## src/rtl/oai31_seq_pkg.sv

```systemverilog
// Shared types, sweep constants and stimulus/expectation helpers for the oai31 arc sequencer.
// The sweep is 16 static vectors followed by 7 B-arc triplets.
package oai31_seq_pkg;

  typedef enum logic [1:0] {
    IDLE,
    STATIC,
    ARC,
    FIN
  } state_t;

  localparam int         N_STATIC  = 16;
  localparam int         N_ARC     = 21;
  localparam int         N_SAMPLES = N_STATIC + N_ARC;
  localparam logic [5:0] NO_FAIL   = 6'd63;
  localparam logic [5:0] LAST_IDX  = 6'(N_SAMPLES - 1);

  function automatic logic oai31_exp(input logic a1, input logic a2, input logic a3, input logic b);
    return ~((a1 | a2 | a3) & b);
  endfunction

  // Stimulus {a1,a2,a3,b} for sample s. Arc samples hold A=c and toggle B as 0,1,0.
  function automatic logic [3:0] arc_vec(input logic [5:0] s);
    logic [5:0] rel;
    logic [2:0] c;
    logic [1:0] pos;
    rel = s - 6'(N_STATIC);
    c   = 3'(rel / 6'd3) + 3'd1;
    pos = 2'(rel % 6'd3);
    if (s < 6'(N_STATIC)) begin
      return s[3:0];
    end
    return {c, (pos == 2'd1)};
  endfunction

endpackage

```

## src/rtl/oai31_settle_timer.sv

```systemverilog
// Settle timer: loads SETTLE-1, counts down, and flags the last cycle of a sample window.
// SETTLE below 1 behaves as 1.
module oai31_settle_timer #(
  parameter int SETTLE = 2
) (
  input  logic clk,
  input  logic rst,
  input  logic load,
  output logic last
);

  localparam int            SETTLE_EFF = (SETTLE < 1) ? 1 : SETTLE;
  localparam int            CW         = $clog2(SETTLE_EFF + 1);
  localparam logic [CW-1:0] RELOAD     = CW'(SETTLE_EFF - 1);

  logic [CW-1:0] count;

  always_ff @(posedge clk or posedge rst) begin
    if (rst) begin
      count <= '0;
    end else if (load) begin
      count <= RELOAD;
    end else if (count != '0) begin
      count <= count - CW'(1);
    end
  end

  assign last = (count == '0);

endmodule

```

## src/rtl/oai31_arc_sequencer.sv

```systemverilog
// Stimulus/capture sequencer around one oai31 cell: sweeps static vectors then B arcs,
// scoring every sample of ZN against the ideal function.
module oai31_arc_sequencer
  import oai31_seq_pkg::*;
#(
  parameter int SETTLE = 2
) (
  input  logic       CLK,
  input  logic       RST,
  input  logic       START,
  input  logic       ZN,
  output logic       A1,
  output logic       A2,
  output logic       A3,
  output logic       B,
  output logic       BUSY,
  output logic       DONE,
  output logic       PASS,
  output logic [5:0] ERR_CNT,
  output logic [5:0] FAIL_IDX
);

  state_t     state, state_next;
  logic [5:0] idx, idx_next;
  logic [3:0] stim, stim_next;
  logic       busy, busy_next;
  logic       done, done_next;
  logic       pass, pass_next;
  logic [5:0] err_cnt, err_next;
  logic [5:0] fail_idx, fail_next;
  logic       load;
  logic       last;
  logic       expect_zn;
  logic       miss;

  oai31_settle_timer #(
    .SETTLE(SETTLE)
  ) u_timer (
    .clk (CLK),
    .rst (RST),
    .load(load),
    .last(last)
  );

  always_ff @(posedge CLK or posedge RST) begin
    if (RST) begin
      state    <= IDLE;
      idx      <= '0;
      stim     <= '0;
      busy     <= 1'b0;
      done     <= 1'b0;
      pass     <= 1'b0;
      err_cnt  <= '0;
      fail_idx <= NO_FAIL;
    end else begin
      state    <= state_next;
      idx      <= idx_next;
      stim     <= stim_next;
      busy     <= busy_next;
      done     <= done_next;
      pass     <= pass_next;
      err_cnt  <= err_next;
      fail_idx <= fail_next;
    end
  end

  always_comb begin
    state_next = state;
    idx_next   = idx;
    stim_next  = stim;
    busy_next  = busy;
    done_next  = 1'b0;
    pass_next  = pass;
    err_next   = err_cnt;
    fail_next  = fail_idx;
    load       = 1'b0;
    expect_zn  = oai31_exp(stim[3], stim[2], stim[1], stim[0]);
    // X/Z on the cell output must score as a failure, hence case inequality.
    miss       = (ZN !== expect_zn);

    case (state)
      IDLE: begin
        if (START) begin
          state_next = STATIC;
          idx_next   = '0;
          stim_next  = arc_vec(6'd0);
          busy_next  = 1'b1;
          pass_next  = 1'b0;
          err_next   = '0;
          fail_next  = NO_FAIL;
          load       = 1'b1;
        end
      end
      STATIC, ARC: begin
        if (last) begin
          if (miss) begin
            err_next = err_cnt + 6'd1;
            if (fail_idx == NO_FAIL) begin
              fail_next = idx;
            end
          end
          if (idx == LAST_IDX) begin
            state_next = FIN;
            stim_next  = '0;
            busy_next  = 1'b0;
            done_next  = 1'b1;
            pass_next  = (err_next == 6'd0);
          end else begin
            idx_next   = idx + 6'd1;
            stim_next  = arc_vec(idx_next);
            load       = 1'b1;
            state_next = (idx_next >= 6'(N_STATIC)) ? ARC : STATIC;
          end
        end
      end
      FIN: begin
        state_next = IDLE;
      end
      default: begin
        state_next = IDLE;
      end
    endcase
  end

  assign A1       = stim[3];
  assign A2       = stim[2];
  assign A3       = stim[1];
  assign B        = stim[0];
  assign BUSY     = busy;
  assign DONE     = done;
  assign PASS     = pass;
  assign ERR_CNT  = err_cnt;
  assign FAIL_IDX = fail_idx;

endmodule
```

## config.mk

```make
export PLATFORM = sky130hd
export DESIGN_NAME = oai31_arc_sequencer
export DESIGN_NICKNAME = d
export VERILOG_FILES = /design/src/rtl/oai31_seq_pkg.sv /design/src/rtl/oai31_settle_timer.sv /design/src/rtl/oai31_arc_sequencer.sv
export SDC_FILE = /design/constraint.sdc
export NUM_CORES = 1
export LEC_CHECK = 0
export ABC_AREA = 1
export BUFFER_PORTS_ARGS = -buffer_cell sky130_fd_sc_hd__buf_2
export CORE_ASPECT_RATIO = 1.4
export CORE_MARGIN = 8
export CORE_UTILIZATION = 52
export DETAILED_ROUTE_END_ITERATION = 8
export PLACE_DENSITY = 0.82
export SLEW_MARGIN = 25
export SYNTH_ARGS = -nofsm -noshare
export SYNTH_HDL_FRONTEND = slang
export SYNTH_SLANG_ARGS = --single-unit
```

## constraint.sdc

```tcl
create_clock -name CLK -period 4.71 [get_ports CLK]
set_input_delay 0.471 -clock CLK [delete_from_list [all_inputs] [get_ports CLK]]
set_output_delay 0.471 -clock CLK [all_outputs]
set_load 0.01 [all_outputs]
```

## Yosys cells after proc, flatten, opt, wreduce, memory -nomap -nowiden

Cells that the tools add are included.

| storage, ports and cells | value |
|---|---|
| bits in registers | 29 |
| input port bits | 4 |
| output and inout bits | 19 |
| logic and storage cells | 93 |

| cells by class | value |
|---|---|
| $add $sub $neg | 5 |
| div/mod/pow operators | 2 |
| $lt $le $gt $ge | 2 |
| equal/unequal tests | 13 |
| multiplexer cells | 46 |
| bitwise gates (word level) | 4 |
| reductions and logical operators | 12 |

Operators by type and width:

| cell | count |
|---|---|
| $mux W6 | 11 |
| $pmux W6 S2 | 3 |
| $mux W4 | 5 |
| $mux W1 | 16 |
| $add A6 B1 Y6 const B | 2 |
| $eq A6 B6 Y1 const B | 2 |
| $mux W2 | 6 |
| $ne A2 B2 Y1 const B | 6 |
| $pmux W4 S2 | 1 |
| $reduce_and A4 Y1 | 2 |
| $div A6 B2 Y6 const B | 1 |
| $ge A6 B5 Y1 const B | 1 |
| $logic_not A6 Y1 | 1 |
| $lt A6 B5 Y1 const B | 1 |
| $mod A6 B2 Y6 const B | 1 |
| $pmux W1 S2 | 3 |
| $pmux W2 S3 | 1 |
| $reduce_bool A2 Y1 | 3 |
| $sub A6 B5 Y6 const B | 1 |
| $reduce_and A5 Y1 | 1 |
| $eq A2 B1 Y1 const B | 2 |
| $eq A2 B2 Y1 const B | 2 |
| $logic_not A2 Y1 | 2 |
| $add A3 B1 Y3 const B | 1 |
| 8 further kinds | 9 |

## Depth between registers and ports, before layout

Gate-level depths: netlist of the first run.

| depth | value |
|---|---|
| word-level depth | 12 |
| depth in mapped cells | 35 |
| gate-level depth less buffers | 35 |

## By module

From an unflattened synthesis of the first run, not the netlist that was laid out.

| unflattened totals | value |
|---|---|
| cells, all modules | 271 |
| area total of the unflattened synthesis | 2127.0 sq um |

Modules (own cells, without submodules):

| module | times used | cells each | area an instance (sq um) | sequential area each (sq um) |
|---|---|---|---|---|
| oai31_arc_sequencer | 1 | 256 | 2015.7 | 683.2 |
| oai31_settle_timer | 1 | 15 | 111.4 | 50.0 |

## Worst setup path after synthesis of the first run

OpenSTA, ideal clock, no wires.

| path | value |
|---|---|
| path type | register to register |
| from | register idx[0] |
| to | register stim[3] |
| setup time | 0.066 ns |
| arrival time | 4.026 ns |
| data required time | 4.644 ns |
| path slack | 0.617 ns |
| cell stages (with the launch flop) | 33 |
| buffers on the path | 0 |
| clock period less this slack | 4.093 ns |
| path through | dfrtp_1 ha_1 nand3_1 xor2_1 inv_1 ha_1 ha_1 or2_2 nand3b_1 nand2_1 nor2_4 nand2_1 nand2_1 nand2_1 inv_1 ha_1 inv_1 nand3_2 nor2_2 nand3_2 nand2_1 nand2_1 ha_1 inv_1 nand2_1 inv_2 nand2_1 ha_1 nand2_1 inv_1 o21ai_0 o2111ai_1 nand2_1 |

| between the ends | value |
|---|---|
| longest elaborated chain between the ends | 10 |
| elaborated cells on any way between the ends | 15 |
| those cells by class | add/sub: 3; div: 1; order compare: 1; eq/ne: 1; mux: 9 |

Ends and longest elaborated chain:

| what | RTL line | source |
|---|---|---|
| from (decl) | oai31_arc_sequencer.sv:24 | `logic [5:0] idx, idx_next;` |
| from (signal assigned) | oai31_arc_sequencer.sv:57 | `idx <= idx_next;` |
| branches (longest 7 deep; another with $add A6 B1 Y6) | n/a |  |
| $mux W4 (*) | oai31_arc_sequencer.sv:102 | `if (idx == LAST_IDX) begin` |
| $mux W4 (*) | oai31_arc_sequencer.sv:95 | `if (last) begin` |
| $pmux W4 S2 (*) | oai31_arc_sequencer.sv:81 | `case (state)` |
| to (signal assigned) | oai31_arc_sequencer.sv:58 | `stim <= stim_next;` |
| to (decl) | oai31_arc_sequencer.sv:25 | `logic [3:0] stim, stim_next;` |

Mark *: on every way between the ends. The select of a mux whose other input is x is not followed.
A chain may end at the register's enable or synchronous reset.

## Final worst setup path of the first run

Ends and elaborated chain as after synthesis.

==> results of run 1 <==
[registers in the layout, summed over array words and instances, names as in the netlist]
register and count:
ERR_CNT 6, DONE 1, stim 4, BUSY 1
idx 6, PASS 1, u_timer.count 2, FAIL_IDX 6
state 2
[cell type report]
class	instances	area (sq um)	area share, %
clock buffer	8	90.1	3.75
inverter	53	199	8.29
multi-input combinational	202	1190	49.6
sequential	29	736	30.6
tap	43	53.8	2.24
timing repair buffer	25	133	5.52
[layout by cell type, fill, tap and decap left out, types with 3 or more instances in the layout]
| cell type | count |
|---|---|
| inv_1 | 47 |
| clkbuf_8 | 6 |
| dfstp_2 | 6 |
| nand3b_1 | 5 |
| nor2_1 | 13 |
| buf_2 | 22 |
| nor3_1 | 3 |
| nand3_1 | 22 |
| o21ai_0 | 9 |
| a22oi_1 | 3 |
| nand2_2 | 13 |
| a21oi_1 | 5 |
| o22ai_1 | 11 |
| inv_2 | 5 |
| dfrtp_1 | 21 |
| nand3_2 | 4 |
| nand2_1 | 71 |
| buf_4 | 3 |
| xor2_1 | 4 |
| ha_1 | 16 |
| nand4_1 | 8 |
[routing by layer]
metal  global-route usage (%)  part of all wire (%)
met1                     15.7                    39
met5                        0                     0
met3                     2.72                   4.2
met4                     6.22                   1.3
met2                     31.2                    55
[worst paths after layout]
path / from / end / slack, ps / cells past startpoint
min in group CLK: PASS / PASS / 490 / 2
worst min register to register: PASS / PASS / 490 / 2
max in group asynchronous: RST / idx[2] / 4040 / 2
worst max register to register: idx[0] / stim[3] / 270 / 31
worst max-delay path: idx[0] / stim[3] / 270 / 31
worst min-delay path: RST / stim[3] / 240 / 2
[power groups by stage]
stage | Sequential, mW | Clock [mW] | Combinational (mW)
after floorplan | 0.458 | 0 | 0.806
after global placement | 0.439 | 0 | 1.07
after detailed placement | 0.443 | 0 | 1.11
after CTS | 0.441 | 0.214 | 1.12
after global routing | 0.453 | 0.223 | 1.30
final | 0.443 | 0.211 | 1.14
[repair_timing]
action,CTS,global route
setup buffers,0,3
gates resized for setup,0,6
setup endpoints to repair,0,2
[per-stage QoR]
| stage | hold WS (ps) | setup slack, ps | power, mW | cell area [sq um] |
|---|---|---|---|---|
| finish | 244 | 271 | 1.80 | 2400 |
| global placement | 465 | 360 | 1.51 | 2260 |
| floorplan | 464 | 617 | 1.26 | 2100 |
| detailed placement | 484 | 143 | 1.55 | 2260 |
| global route | 311 | 4.38 | 1.97 | 2400 |
| CTS | 483 | 127 | 1.77 | 2350 |
[logic make-up after synthesis]
group | Yosys count | synth area share, %
fa+ha+maj | 17 | 10.1
buf+inv | 54 | 9.64
xor+xnor | 6 | 2.50
flops | 29 | 34.9
compound gates | 33 | 9.70
simple gates | 146 | 33.2
==> impl_metrics.tcl, run 1 <==
set metrics [dict create \
    fin_util_pct 61.3 \
    drtAntennaViolNets 0 \
    wl_microns 4970 \
    outcome "finished clean" \
    avgSynthCellArea_sq_um 7.38 \
    critPathKind "reg -> reg" \
    p_int_mw 0.882 \
    start_util_pct 53.7 \
    period_needed_ps 4440 \
    fin_crit_sh_pct 94.3 \
    synthesis.area_sq_um 2100 \
    cts_sinks 29 \
    ys_types 28 \
    clk_pin_slew_worst_paths_ps 70 \
    core_region_area_sq_um 3920 \
    crit_path_end_kind "flip-flop" \
    grt_pass1_wl_microns 8490 \
    clockBufferDepth 2 \
    fmax_ghz 0.225 \
    n_antenna_cell 0 \
    root_buffer "clkbuf_8" \
    combPwrFrac_pct 63.6 \
    antenna_found_initial 0 \
    drive_gt1_share_pct 22.1 \
    insertion_delay_ps 290 \
    track_usage_pct 15.8 \
    setup_viol 0 \
    io_pins 23 \
    dpl.hpwl_microns 3850 \
    gp_congestion 0.829 \
    grt_max_degree 30 \
    area_growth_pct 14.2 \
    drt_pass1_iterations 4 \
    grt_pass1_vias 1922 \
    pwr-share-seq_pct 24.7 \
    cp_top_family "simple AND/OR/NAND/NOR gates" \
    synth_top_area_share_pct 27.4 \
    crit_top_cell "nand2_1" \
    critPathLaunchType "flip-flop" \
    ctsHoldBuffers 0 \
    skew_ps 11.4 \
    ys.flop_type "dfrtp_1" \
    power_frac_clock_pct 11.7 \
    cts_buffers 5 \
    synthTopCellsByCount "nand2_1 (71), inv_1 (48), dfrtp_1 (23)" \
    rsz0062_at_grt "false" \
    switchingPower_mw 0.916 \
    drt_iter0_markers 66 \
    die_h_microns 91.3 \
    power_switching_share_pct 51.0 \
    fp.dieW_microns 69.8 \
    yosysMostFrequentCell "nand2_1" \
    finalHoldViolations 0 \
    setup_tns_ps 0 \
    worst_path_largest_cell_delay_ps 440 \
    crit_fanout 7 \
    maxSlewHeadroom_pct 58.5 \
    fp.dieArea_sq_um 6360 \
    worstMarginPinSlew_ps 620 \
    synth_area_leader_cell "dfrtp_1" \
    hp-class "in -> async" \
    fill_cells 333 \
    via_count 1973 \
    crit_slowest_cell "dfrtp_2" \
    row_count 27 \
    required_ps 4940 \
    slew_viol_final 0 \
    nNetsFinal 337 \
    synth.net_count 306 \
    fin_cells 360 \
    postSynthCellCount 285 \
    synthTopCellsByArea "dfrtp_1 (27%), nand2_1 (13%), ha_1 (10%)" \
    crit_buf_inv 6 \
    worstPathArrival_ps 4670 \
    ys_async_sr_fraction_pct 100 \
    drv_cap 0 \
    ys_seq_area_share_pct 34.9 \
    drc 0 \
    synth_edf_count 0 \
    yosysWarnings 0 \
    ctsHtreeMaxLevel 2 \
    p_per_area_nw_per_um2 749 \
    wl_per_cell_microns 13.8 \
    dp.cells 349 \
    cts_tree "yes" \
    via_per_inst 5.48 \
    ys_ff_latch 29 \
    ir_drop_v 0.000457 \
    p_leak_nw 1.33 \
    grt_overflow 0 \
    io_buffers 22 \
]
Note: power is estimated with default switching activity, not from simulation.
==> run 2, diff against run 1 <==
--- a/config.mk
+++ b/config.mk
@@ -5,13 +5,12 @@
 export SDC_FILE = /design/constraint.sdc
 export NUM_CORES = 1
 export LEC_CHECK = 0
-export ABC_AREA = 1
 export BUFFER_PORTS_ARGS = -buffer_cell sky130_fd_sc_hd__buf_2
 export CORE_ASPECT_RATIO = 1.4
 export CORE_MARGIN = 8
 export CORE_UTILIZATION = 52
 export DETAILED_ROUTE_END_ITERATION = 8
-export PLACE_DENSITY = 0.82
+export PLACE_DENSITY = 0.81
 export SLEW_MARGIN = 25
 export SYNTH_ARGS = -nofsm -noshare
 export SYNTH_HDL_FRONTEND = slang
==> run 2 against run 1 <==
Against the previous run: hold slack better by 7.6 ps; final cell count is 3.9% higher; synthesized cell count is 5.3% lower; clock skew is 5.7 ps lower; core utilization is 2.2 points higher; sequential share of layout area is 4.7 points lower; largest cell class unchanged.
==> impl_metrics.tcl, run 2 <==
set metrics [dict create \
    area_growth_pct 19.6 \
    multi_input_area_sq_um 1570 \
    via_per_inst 5.98 \
    fp.dieArea_sq_um 7000 \
    synth_edf_count 0 \
    post_dp_cell_area_sq_um 2620 \
    synth_area_leader_cell "dfrtp_1" \
    dpl.hpwl_microns 4110 \
    crit_path_end_kind "flip-flop" \
    cts_buffers 5 \
    drt_pass1_iterations 4 \
    nNetsFinal 333 \
    cts_sinks 29 \
    rrSetupSlack_ps 240 \
    hp-class "in -> async" \
    drt_iter0_markers 105 \
    r2r-end "stim[3]" \
    wl_microns 5680 \
    start_util_pct 53.1 \
    cts_tree "yes" \
    drive_gt1_share_pct 30.1 \
    power_switching_share_pct 46.1 \
    root_buffer "clkbuf_8" \
    crit_fanout 6 \
    ys.flop_type "dfrtp_1" \
    setup_viol 0 \
    critPathKind "reg -> reg" \
    worstPathArrival_ps 4630 \
    gp_congestion 0.900 \
    n_antenna_cell 0 \
    wl_per_cell_microns 15.2 \
    ys_seq_area_share_pct 31.0 \
    drtAntennaViolNets 0 \
    ctsHtreeMaxLevel 2 \
    power_frac_clock_pct 12.7 \
    skew_ps 5.72 \
    grt_pass1_wl_microns 9570 \
    p_per_area_nw_per_um2 573 \
    grt_overflow 0 \
    ys_types 65 \
    switchingPower_mw 0.748 \
    die_h_microns 95.9 \
    dp.cells 358 \
    synth.net_count 291 \
    synthesis.area_sq_um 2370 \
    ys_async_sr_fraction_pct 100 \
    fmax_ghz 0.224 \
    fin_area_sq_um 2830 \
    fin_cells 374 \
    core_region_area_sq_um 4460 \
    final_common_cell "o21ai_0" \
    area.sequential_sq_um 736 \
    pwr-share-seq_pct 23.7 \
    maxSlewHeadroom_pct 53.6 \
    reg2reg_depth 21 \
    final_cell_mix "o21ai_0 (27), buf_4 (25), nand2_1 (22), buf_2 (22), dfrtp_1 (21)" \
    ys_ff_latch 29 \
    yosysWarnings 0 \
    drc 0 \
    fin_crit_sh_pct 94.8 \
    io_pins 23 \
    via_count 2237 \
    outcome "finished clean" \
    slew_viol_final 0 \
    finalHoldViolations 0 \
    fill_cells 376 \
    clockBufferDepth 2 \
    critPathLaunchType "flip-flop" \
    period_needed_ps 4470 \
    insertion_delay_ps 280 \
    hold_slack_ps 252 \
    avgSynthCellArea_sq_um 8.77 \
    clk_pin_slew_worst_paths_ps 60 \
    p_leak_nw 1.24 \
    setup_tns_ps 0 \
    synthTopCellsByCount "o21ai_0 (29), dfrtp_1 (23), nand2_1 (22)" \
    required_ps 4880 \
    ir_drop_v 0.000328 \
    grt_max_degree 30 \
    synthTopCellsByArea "dfrtp_1 (24%), ha_1 (9.0%), dfstp_2 (6.7%)" \
    antenna_found_initial 0 \
    io_buffers 22 \
    grt_pass1_vias 2179 \
    row_count 29 \
    p_int_mw 0.876 \
    yosysMostFrequentCell "o21ai_0" \
    worstMarginPinSlew_ps 693 \
    postSynthCellCount 270 \
    combPwrFrac_pct 63.5 \
    synth_top_area_share_pct 24.3 \
    timing.rr.start "idx[3]" \
    fp.dieW_microns 73.0 \
    drv_cap 0 \
    track_usage_pct 17.0 \
]
run 2: worst max path at each step:
stage                   end   start  cells after the start
detailed placement  stim[3]  idx[1]                     20
floorplan           stim[3]  idx[0]                     21
CTS                 stim[3]  idx[0]                     21
global placement    stim[3]  idx[1]                     20
global route        stim[3]  idx[3]                     22
finish              stim[3]  idx[3]                     21
run 2: power by group through the flow:
stage               Sequential [mW]  Combinational [mW]  Clock (mW)
floorplan                     0.391               0.752           0
detailed placement            0.388               0.958           0
finish                        0.385                1.03       0.207
global route                  0.396                1.15       0.218
CTS                           0.383               0.975       0.208
global placement              0.385               0.939           0
run 2: cell type report:
cell class                      count  share of cell area (%)
Multi-Input combinational cell    211                    55.3
Sequential cell                    29                    26.0
Timing Repair Buffer               47                    10.5
Clock buffer                        7                    3.05
Tap cell                           62                    2.74
Inverter                           18                    2.39
run 2: kinds of logic (layout without fill, tap and decap cells):
kind of cell | count (synthesis) | count (layout) | synth area share, %
AND/OR/NAND/NOR | 90 | 90 | 19.6
AO/OA/AOI/OAI | 91 | 91 | 27.4
flip-flops | 29 | 29 | 31.0
XOR/XNOR | 9 | 9 | 4.91
adder cells (fa/ha/maj) | 17 | 17 | 8.98
buffers and inverters | 30 | 72 | 6.44
multiplexers | 4 | 4 | 1.69
run 2: critical path, cell delays in order (launching register included):
cell,delay (ps)
dfrtp_1,400
nand2_1,90
nor3_2,200
nand2_1,110
xnor2_2,170
buf_4,160
ha_1,240
or3b_4,420
o22ai_4,160
buf_4,180
nand2_2,100
nand3_1,120
mux2i_1,100
ha_2,220
a2111o_1,340
xor2_1,170
ha_2,220
or2b_1,230
ha_2,200
o311ai_2,220
a22oi_1,100
a22o_1,200
run 2: timing repair:
action | 4_1_cts | 5_1_grt
cloned | 0 | 0
buffers inserted | 1 | 8
hold buffers | 0 | 0
setup endpoints to repair | 1 | 2
resized for setup | 3 | 13
pin swaps | 0 | 9
run 2: metrics by stage:
stage,setup WS [ps],power (mW),util (%)
2_1_floorplan,0.372,1.14,-
3_3_place_gp,126,1.32,58.6
3_5_place_dp,-38.5,1.35,58.6
4_1_cts,7.77,1.57,61.1
5_1_grt,-55.5,1.76,63.5
6_report,243,1.62,63.5
run 2: per-layer routing:
layer / part of all wire (%) / up-vias / track usage (%)
met1: 39 / 1084 / 17.4
met5: 0 / - / 0
met2: 55 / 71 / 32.8
li1: - / 1072 / -
met4: 1.9 / 0 / 7.71
met3: 4.4 / 10 / 2.40
==> run 3, diff against run 2 <==
--- a/config.mk
+++ b/config.mk
@@ -8,9 +8,9 @@
 export BUFFER_PORTS_ARGS = -buffer_cell sky130_fd_sc_hd__buf_2
 export CORE_ASPECT_RATIO = 1.4
 export CORE_MARGIN = 8
-export CORE_UTILIZATION = 52
+export CORE_UTILIZATION = 45
 export DETAILED_ROUTE_END_ITERATION = 8
-export PLACE_DENSITY = 0.81
+export PLACE_DENSITY = 0.73
 export SLEW_MARGIN = 25
 export SYNTH_ARGS = -nofsm -noshare
 export SYNTH_HDL_FRONTEND = slang
==> run 3 against run 2 <==
Against the previous run: die area increased by 12%; count of clock-buffer cells in the layout unchanged; critical path depth decreased by 1; maximum frequency increased by 1.4%; sequential power about the same; total power increased by 7.5%; first-iteration DRC count unchanged.
==> impl_metrics.tcl, run 3 (synthesis results as in run 2) <==
set metrics [dict create \
    start_util_pct 46.3 \
    nNetsFinal 336 \
    skew_ps 9.24 \
    grt_pass1_vias 2178 \
    wl_met1_microns 2280 \
    maxSlewHeadroom_pct 54.0 \
    top_layer "met4" \
    dpl.hpwl_microns 4390 \
    critPathLaunchType "flip-flop" \
    dp.cells 365 \
    track_usage_pct 15.0 \
    worstMarginPinSlew_ps 687 \
    crit_fanout 4 \
    via_count 2216 \
    final_cell_mix "o21ai_0 (28), buf_4 (28), nand2_1 (22), buf_2 (22), dfrtp_1 (21)" \
    met3_length_microns 221 \
    fp.dieW_microns 77.3 \
    grt_overflow 0 \
    drc 0 \
    cts_buffers 5 \
    critical_path.startpoint "idx[1]" \
    area_growth_pct 21.4 \
    cts_tree "yes" \
    p_leak_nw 1.27 \
    hold_slack_ps 253 \
    fp.dieArea_sq_um 7870 \
    drive_gt1_share_pct 31.6 \
    grt_pass1_wl_microns 9710 \
    wl_microns 5870 \
    via_per_inst 5.80 \
    wl_met2_microns 3210 \
    fin_area_sq_um 2880 \
    io_pins 23 \
    required_ps 4870 \
    insertion_delay_ps 280 \
    fin_crit_sh_pct 93.5 \
    r2r-end "stim[3]" \
    outcome "finished clean" \
    rrSetupSlack_ps 310 \
    preCtsSetupSlack_ps -8.09 \
    critPathKind "reg -> reg" \
    core_region_area_sq_um 5120 \
    slew_viol_final 0 \
    setup_viol 0 \
    n_antenna_cell 0 \
    period_needed_ps 4400 \
    drt_pass1_iterations 4 \
    clockBufferDepth 2 \
    wl_per_cell_microns 15.4 \
    hp-class "in -> async" \
    post_dp_cell_area_sq_um 2640 \
    layout_setup_ws_ps 305 \
    p_per_area_nw_per_um2 607 \
    crit_path_end_kind "flip-flop" \
    gp_congestion 0.839 \
    fmax_ghz 0.227 \
    drt_iter0_markers 105 \
    root_buffer "clkbuf_8" \
    clk_pin_slew_worst_paths_ps 70 \
    grt_max_degree 30 \
    finalPower_mw 1.75 \
    timing.rr.start "idx[1]" \
    reg2reg_depth 20 \
    cts_sinks 29 \
    antenna_found_initial 0 \
    die_h_microns 102 \
    ctsHtreeMaxLevel 2 \
    finalHoldViolations 0 \
    drtAntennaViolNets 0 \
    ir_drop_v 0.000233 \
    worstPathArrival_ps 4570 \
    drv_cap 0 \
    io_buffers 22 \
    fin_cells 382 \
    endpoint "stim[3]" \
    row_count 31 \
]
[run 3: how the worst min path moves through the flow]
stage               startpoint      end  slack (ps)
floorplan              stim[2]  stim[2]         530
global placement          PASS     PASS         500
detailed placement        PASS     PASS         520
CTS                        RST   idx[4]         270
global route               RST     BUSY         300
finish                     RST     PASS         250
[run 3: cell type report]
type / instances / area (sq um)
multi-input cells: 211 / 1550
clock buffers: 7 / 86.3
fillers: 480 / 2240
clock inverters: 1 / 30.0
inverters: 18 / 67.6
repair buffers: 50 / 320
well taps: 66 / 82.6
flip-flops and latches: 29 / 736
[run 3: timing repair]
| item | CTS | global route |
|---|---|---|
| gates resized for setup | 1 | 14 |
| buffers inserted | 0 | 9 |
| endpoints found under the hold margin | 0 | 0 |
| pin swaps | 1 | 5 |
| hold buffers | 0 | 0 |
| setup endpoints to repair | 1 | 2 |
[run 3: worst max-delay path: stages (launching register included)]
cell and delay, ps:
dfrtp_1 400, inv_1 90, nor3_2 180, nand2_1 110, xnor2_2 190, ha_2 230, ha_1 240, nand2b_1 150
or2_2 300, o221ai_2 170, o31ai_2 120, mux2i_2 180, ha_2 220, a2111o_1 340, or2_4 290, o31ai_4 60
or2b_1 250, ha_2 190, o31ai_2 230, a22oi_1 110, a22o_1 200
[run 3: power by group]
part           leakage (nW)  switching (mW)  internal (mW)
logic                 0.847           0.614          0.475
clock network        0.0585          0.0978          0.172
registers             0.363          0.0625          0.324
total                  1.27           0.774          0.971
[run 3: metrics by stage]
| stage | setup TNS, ps | util, % |
|---|---|---|
| 2_1_floorplan | 0 | - |
| 3_3_place_gp | 0 | 51.6 |
| 3_5_place_dp | -8.09 | 51.6 |
| 4_1_cts | 0 | 53.9 |
| 5_1_grt | -18.5 | 56.2 |
| 6_report | 0 | 56.2 |
[run 3: metal layers]
metal  up-vias  track usage (%)
li1       1079                -
met1      1068             14.6
met2        57             29.1
met3        12             2.20
met4         0             9.04
met5         -                0
